==> config.mk <==
export PLATFORM = sky130hd
export DESIGN_NAME = zw_accum
export DESIGN_NICKNAME = d
export VERILOG_FILES = /design/src/rtl/zw_accum.sv
export SDC_FILE = /design/constraint.sdc
export NUM_CORES = 2
export LEC_CHECK = 0
export CORE_MARGIN = 8
export CORE_UTILIZATION = 25
export DETAILED_ROUTE_END_ITERATION = 10
export DONT_BUFFER_PORTS = 1
export GPL_TIMING_DRIVEN = 1
export PLACE_DENSITY = 0.36
export SYNTH_ARGS = -nofsm -noshare
export SYNTH_HDL_FRONTEND = slang
export SYNTH_SLANG_ARGS = --single-unit
==> constraint.sdc <==
create_clock -name clk_acc -period 7.6 [get_ports clk_acc]
set_input_delay 1.14 -clock clk_acc [delete_from_list [all_inputs] [get_ports clk_acc]]
set_output_delay 1.14 -clock clk_acc [all_outputs]
set_load 0.01 [all_outputs]
==> src/rtl/zw_accum.sv <==
// zw_accum: frame averager for a 16-lane signed Q13 product matrix.
// It accumulates 2^N_LOG2 accepted beats per frame and emits the
// per-lane mean, floored, through a valid/ready output stage.
// Ports:
//   clk_acc   - clock, all state updates on the rising edge
//   rstn_acc  - synchronous active-low reset
//   start     - begin a new frame (honoured only in IDLE)
//   in_valid  - zw_in carries a sample
//   zw_in     - 16 x 26-bit signed lanes, lane k at [26k+25:26k]
//   in_ready  - a sample is accepted this cycle (state ACC)
//   out_valid - mean_out holds a completed frame mean (state DONE)
//   out_ready - the consumer takes mean_out
//   mean_out  - 16 x 26-bit signed lanes, same packing as zw_in
//   busy      - state is ACC or DONE
module zw_accum #(
  parameter int unsigned N_LOG2 = 8
) (
  input  logic         clk_acc,
  input  logic         rstn_acc,
  input  logic         start,
  input  logic         in_valid,
  input  logic [415:0] zw_in,
  output logic         in_ready,
  output logic         out_valid,
  input  logic         out_ready,
  output logic [415:0] mean_out,
  output logic         busy
);

  localparam int unsigned LANES = 16;
  localparam int unsigned LW    = 26;
  localparam int unsigned AW    = LW + N_LOG2;

  typedef enum logic [1:0] {
    IDLE = 2'd0,
    ACC  = 2'd1,
    DONE = 2'd2
  } state_t;

  state_t              state_q, state_d;
  logic [N_LOG2-1:0]   cnt_q;
  logic signed [AW-1:0] acc_q [LANES];
  logic signed [AW-1:0] sum_c [LANES];
  logic                beat_c;
  logic                last_c;

  // Beat acceptance and end-of-frame detection
  assign beat_c = (state_q == ACC) && in_valid;
  assign last_c = (cnt_q == '1);

  // Per-lane running sum including the current beat, sign-extended
  always_comb begin
    for (int unsigned k = 0; k < LANES; k++) begin
      sum_c[k] = acc_q[k] + AW'($signed(zw_in[k*LW +: LW]));
    end
  end

  // Next-state logic
  always_comb begin
    state_d = state_q;
    case (state_q)
      IDLE:    if (start) state_d = ACC;
      ACC:     if (beat_c && last_c) state_d = DONE;
      DONE:    if (out_ready) state_d = IDLE;
      default: state_d = IDLE;
    endcase
  end

  // State, flags, accumulators, counter and result registers
  always_ff @(posedge clk_acc) begin
    if (!rstn_acc) begin
      state_q   <= IDLE;
      in_ready  <= 1'b0;
      out_valid <= 1'b0;
      busy      <= 1'b0;
      cnt_q     <= '0;
      mean_out  <= '0;
      for (int unsigned k = 0; k < LANES; k++) begin
        acc_q[k] <= '0;
      end
    end else begin
      state_q   <= state_d;
      // Flags are registered copies of the next-state decode
      in_ready  <= (state_d == ACC);
      out_valid <= (state_d == DONE);
      busy      <= (state_d != IDLE);
      if ((state_q == IDLE) && start) begin
        cnt_q <= '0;
        for (int unsigned k = 0; k < LANES; k++) begin
          acc_q[k] <= '0;
        end
      end else if (beat_c) begin
        // Counter wraps to zero on the last beat of the frame
        cnt_q <= cnt_q + N_LOG2'(1);
        for (int unsigned k = 0; k < LANES; k++) begin
          acc_q[k] <= sum_c[k];
        end
        if (last_c) begin
          // Arithmetic shift floors; the mean always fits in 26 bits
          for (int unsigned k = 0; k < LANES; k++) begin
            mean_out[k*LW +: LW] <= LW'(sum_c[k] >>> N_LOG2);
          end
        end
      end
    end
  end

endmodule

## Word level (Yosys, flattened, before mapping)

Memory sizes are Yosys's and may differ from the RTL's.
Cells that the tools add are included.

- Flip-flop bits (word level): 429
- Bits in latches: 0
- Memory bits (writable): 544
- Bits in read-only memories: 0
- Input port bits: 421
- Output and inout bits: 419
- Word-level logic and storage cells: 114
- Memories kept: 1

Memory list:

| memory | depth | width | rd ports | clocked after Yosys merged registers in | wr ports | line | source |
|---|---|---|---|---|---|---|---|
| acc_q | 16 | 34 | 16 | 0 | 16 | 42 | `logic signed [AW-1:0] acc_q [LANES];` |

- Add/sub/neg operators: 17
- $mul: 0
- Divide/modulo/power cells: 0
- $lt $le $gt $ge: 0
- Eq/ne operators: 5
- Shifts and indexed selects: 0
- Mux-type cells: 44
- Bitwise logic cells: 34
- Reduce and logical (&&, ||, !) cells: 7

Operators with widths:

| cell | count |
|---|---|
| two-way mux 34 bit | 32 |
| adder 34 x 26 -> 34 bit | 16 |
| OR 1 bit | 32 |
| adder 8 x 1 -> 8 bit, second input constant | 1 |
| equality test 8 bit, second input constant | 1 |
| two-way mux 1 bit | 8 |
| two-way mux 2 bit | 3 |
| one-hot mux 2 bit (3 select lines) | 1 |
| equality test 2 x 1 -> 1 bit, second input constant | 2 |
| equality test 2 bit, second input constant | 2 |
| logical AND 1 bit | 3 |
| AND reduction 3 bit | 1 |
| zero test 2 bit | 1 |
| NOT 1 bit | 2 |
| nonzero test 2 bit | 1 |
| OR reduction 2 bit | 1 |

## Depth between registers and ports, before layout

- Word-level depth: 7
- Mapped depth: 13
- Gate-level depth less buffers: 13

## Worst setup path after synthesis

OpenSTA, ideal clock, no wires.

- Path kind: input to register
- Start point: in in_valid
- End point: mem acc_q[0][100] (netlist name) (enable)
- Library setup time: 0.588 ns
- Arrival time: 6.550 ns
- Required time: 7.012 ns
- Slack: 0.462 ns
- Stages on the path: 6
- Buffers on the path: 2
- Path through: nand2_1 a21o_1 and2_1 clkbuf_1 clkbuf_1 inv_1

RTL lines:

| what | line | source |
|---|---|---|
| start, declared | 21 | `input logic in_valid,` |
| end, declared | 42 |  |

==> impl_metrics.json <==
{
  "status": "finished clean",
  "drt_wl_total_mm": 229,
  "power_leakage_uw": 0.0282,
  "drv_slew": 0,
  "place_hpwl_mm": 167,
  "cts.sinks": 973,
  "ys_ff_latch": 973,
  "antenna_found_initial": 51,
  "setup_viol": 0,
  "via_per_inst": 4.95,
  "die-area_um2": 260000,
  "synth_top_area_share_pct": 25.1,
  "rsz0062_at_grt": "false",
  "grt_pass1_wl_mm": 333,
  "fin_skew_ps": 31.3,
  "post_synth_inst_count": 6894,
  "holdBufCountCts": 0,
  "grt_max_degree": 174,
  "htree_levels": 4,
  "postSynth.asyncResetShare_pct": 0,
  "postCtsSetupRepairBufs": 0,
  "grtUsageTotal_pct": 16.8,
  "worst_setup_path_end_kind": "flip-flop",
  "fp-row-count": 181,
  "synth-main-ff-cell": "edfxtp_1",
  "r2r_setup_slack_ps": 3760,
  "p_switching_uw": 4870,
  "seq_area_frac_synth_pct": 40.3,
  "cts_root_buf": "clkbuf_16",
  "tns_ps": 0,
  "yosys_warnings": 0,
  "initial_core_util_pct": 25.1,
  "final-hold-violation-count": 0,
  "synth_nets": 7860,
  "period_needed_ps": 3860,
  "post-route-drc-count": 0,
  "synthDistinctLibCells": 80,
  "cts_resized": 0,
  "postRouteAntennaNets": 0,
  "fill_cells": 25865,
  "syn-cell-area_um2": 61000,
  "max_freq_mhz": 259,
  "seqPwrFrac_pct": 36.4,
  "critPathBufInv": 1,
  "clkLatencyLatePin_ps": 780,
  "worst_slew_pin_slew_ps": 1370,
  "clk_path_buf_depth": 3,
  "intPower_uw": 11300,
  "start_kind": "input pin",
  "cp_top_family": "compound AO/OA/AOI/OAI gates",
  "crit_type": "in2reg",
  "slowest_stage": "a2111oi_0",
  "wire_per_inst_um": 22.7,
  "die_x_um": 510,
  "worst_hold_slack_ps": 461,
  "io_pins": 840,
  "cp.arrival_ps": 4380,
  "p_clk_share_pct": 43.1,
  "synth_edf_count": 510,
  "yosys.area.top_type": "edfxtp_1",
  "synth.avg_cell_area_um2": 8.85,
  "clk_pin_slew_ps": 60,
  "cp_common_cell": "o21ai_1",
  "max_cap_violations": 0,
  "vdd_drop_max_uv": 203,
  "slowest_delay_ps": 660,
  "power_per_cell_area_nw_per_um2": 234,
  "cp.required_ps": 8120,
  "path_max_fanout": 3,
  "cts_buffers": 138,
  "slew_headroom_pct": 8.83,
  "fp.dieH_um": 510,
  "grt_pass1_vias": 48839,
  "syn2layout_area_growth_pct": 13.2,
  "crit_chain": "ha_1 -> inv_1 -> fa_1 -> nor2b_1 -> o31a_1 -> o21ai_1 -> a211o_1 -> a2111oi_0 -> o22ai_1 -> o21a_1 -> o21ai_1 -> a21oi_1 -> mux2i_1",
  "core_um2": 243000,
  "vias": 49900,
  "port_buffers": 0,
  "fin_crit_sh_pct": 50.8,
  "drtIter0Drc": 2811,
  "grt_overflow": 0,
  "drt_first_pass_iters": 7,
  "layout-drive-gt1-share_pct": 4.26,
  "nets": 7700,
  "yosys-top-cells-area": "edfxtp_1 (25%), dfxtp_1 (15%), ha_1 (11%), nor2_1 (6.8%), a21oi_1 (5.6%)",
  "switching_share_pct": 30.1,
  "hold_path.class": "reg2reg",
  "gp_congestion": 0.840,
  "p_comb_share_pct": 20.4,
  "cts_tree": "done"
}
through the flow:
stage / cell area, um2 / instances / util [%] / total power [uW] / setup WS (ps)
5_1_grt: 69100 / 10063 / 28.4 / 17100 / 3350
2_1_floorplan: 61000 / 6894 / - / 8540 / 462
3_5_place_dp: 64200 / 9796 / 26.4 / 9320 / 2900
6_report: 69100 / 10081 / 28.4 / 16200 / 3740
3_3_place_gp: 64200 / 9796 / 26.4 / 9330 / 2950
4_1_cts: 69000 / 10051 / 28.4 / 16500 / 3690
kinds of logic (layout without fill, tap and decap cells):
| family | count (synthesis) | in the layout | synth area share (%) |
|---|---|---|---|
| simple gates | 2435 | 2435 | 18.0 |
| compound gates | 1978 | 1978 | 20.5 |
| flops | 973 | 973 | 40.3 |
| fa+ha+maj | 545 | 545 | 11.4 |
| buf+inv | 480 | 435 | 2.96 |
| xor+xnor | 468 | 468 | 6.72 |
| mux | 15 | 15 | 0.246 |
| other cells | 0 | 30 | 0 |
state kept, by name, summed over array words and instances, names as in the netlist:
register   count
acc_q        544
busy           1
cnt_q          8
in_ready       1
mean_out     416
out_valid      1
state_q        2
cell type report:
| type | instances | area (um2) | share of cell area (%) |
|---|---|---|---|
| Multi-Input combinational cell | 5441 | 34700 | 50.2 |
| Sequential cell | 973 | 24600 | 35.6 |
| Clock buffer | 198 | 4030 | 5.83 |
| Tap cell | 3202 | 4010 | 5.80 |
| Clock inverter | 57 | 813 | 1.18 |
| Inverter | 157 | 614 | 0.889 |
| Timing Repair Buffer | 23 | 298 | 0.431 |
| Antenna cell | 30 | 75.1 | 0.109 |
cells in the mapped netlist, drive strengths merged, types with 16 or more instances:
cell and n:
a211oi 98, a21o 299, a21oi 678, a221o 16, a221oi 23, a31o 18, a31oi 78, a41oi 21
and2 99, and3 55, and4 17, clkbuf 310, dfxtp 463, edfxtp 510, fa 16, ha 529
inv 157, nand2 515, nand2b 67, nand3 200, nand4 85, nor2 1100, nor2b 77, nor3 102
nor4 17, o211ai 34, o21a 126, o21ai 368, o21bai 51, o31a 20, o31ai 24, or3 27
xnor2 264, xor2 204
path summary, 6_finish.rpt:
kind | cells after the start | endpoint | start
worst max-delay path | 13 | acc_q[1][270] | zw_in[390]
worst min-delay path | 2 | acc_q[0][0] | acc_q[0][0]
worst max register to register | 13 | acc_q[1][270] | acc_q[1][238]
worst min register to register | 2 | acc_q[0][0] | acc_q[0][0]
tightest hold or removal path, stage by stage (launching register included):
cell and delay (ps):
dfxtp_1 310, nand2_1 50, a21oi_1 50
layer usage:
metal / GRT usage, % / part of all wire, % / up-vias
met5: 0 / 0.081 / -
met4: 3.90 / 2.1 / 28
met3: 7.01 / 9.5 / 247
met2: 27.7 / 46 / 1037
met1: 20.5 / 42 / 23883
li1: - / - / 24705
cells in the final DEF, fill, tap and decap left out, drive strengths merged, types with 16 or more instances in the layout:
cell type,Yosys,final
and3,55,55
o211ai,34,34
nor2,1100,1100
edfxtp,510,510
o21a,126,126
nand2b,67,67
xor2,204,204
o31a,20,20
nand4,85,85
diode,0,30
xnor2,264,264
fa,16,16
a41oi,21,21
a31oi,78,78
a21o,299,299
clkbuf,310,198
inv,157,163
o31ai,24,24
nor3,102,102
and2,99,99
ha,529,529
a31o,18,18
dfxtp,463,463
buf,13,23
or3,27,27
bufinv,0,16
nand3,200,200
a221o,16,16
nand2,515,515
o21ai,368,368
o21bai,51,51
nor4,17,17
and4,17,17
clkinv,0,31
a21oi,678,678
a221oi,23,23
a211oi,98,98
nor2b,77,77
power groups by stage:
stage	logic (uW)	clock network [uW]	registers, uW
5_1_grt	3720	7470	5920
3_3_place_gp	3330	0	6010
6_report	3300	6980	5900
2_1_floorplan	2530	0	6000
4_1_cts	3340	7310	5900
3_5_place_dp	3320	0	6010
Note: power is estimated with default switching activity, not from simulation.
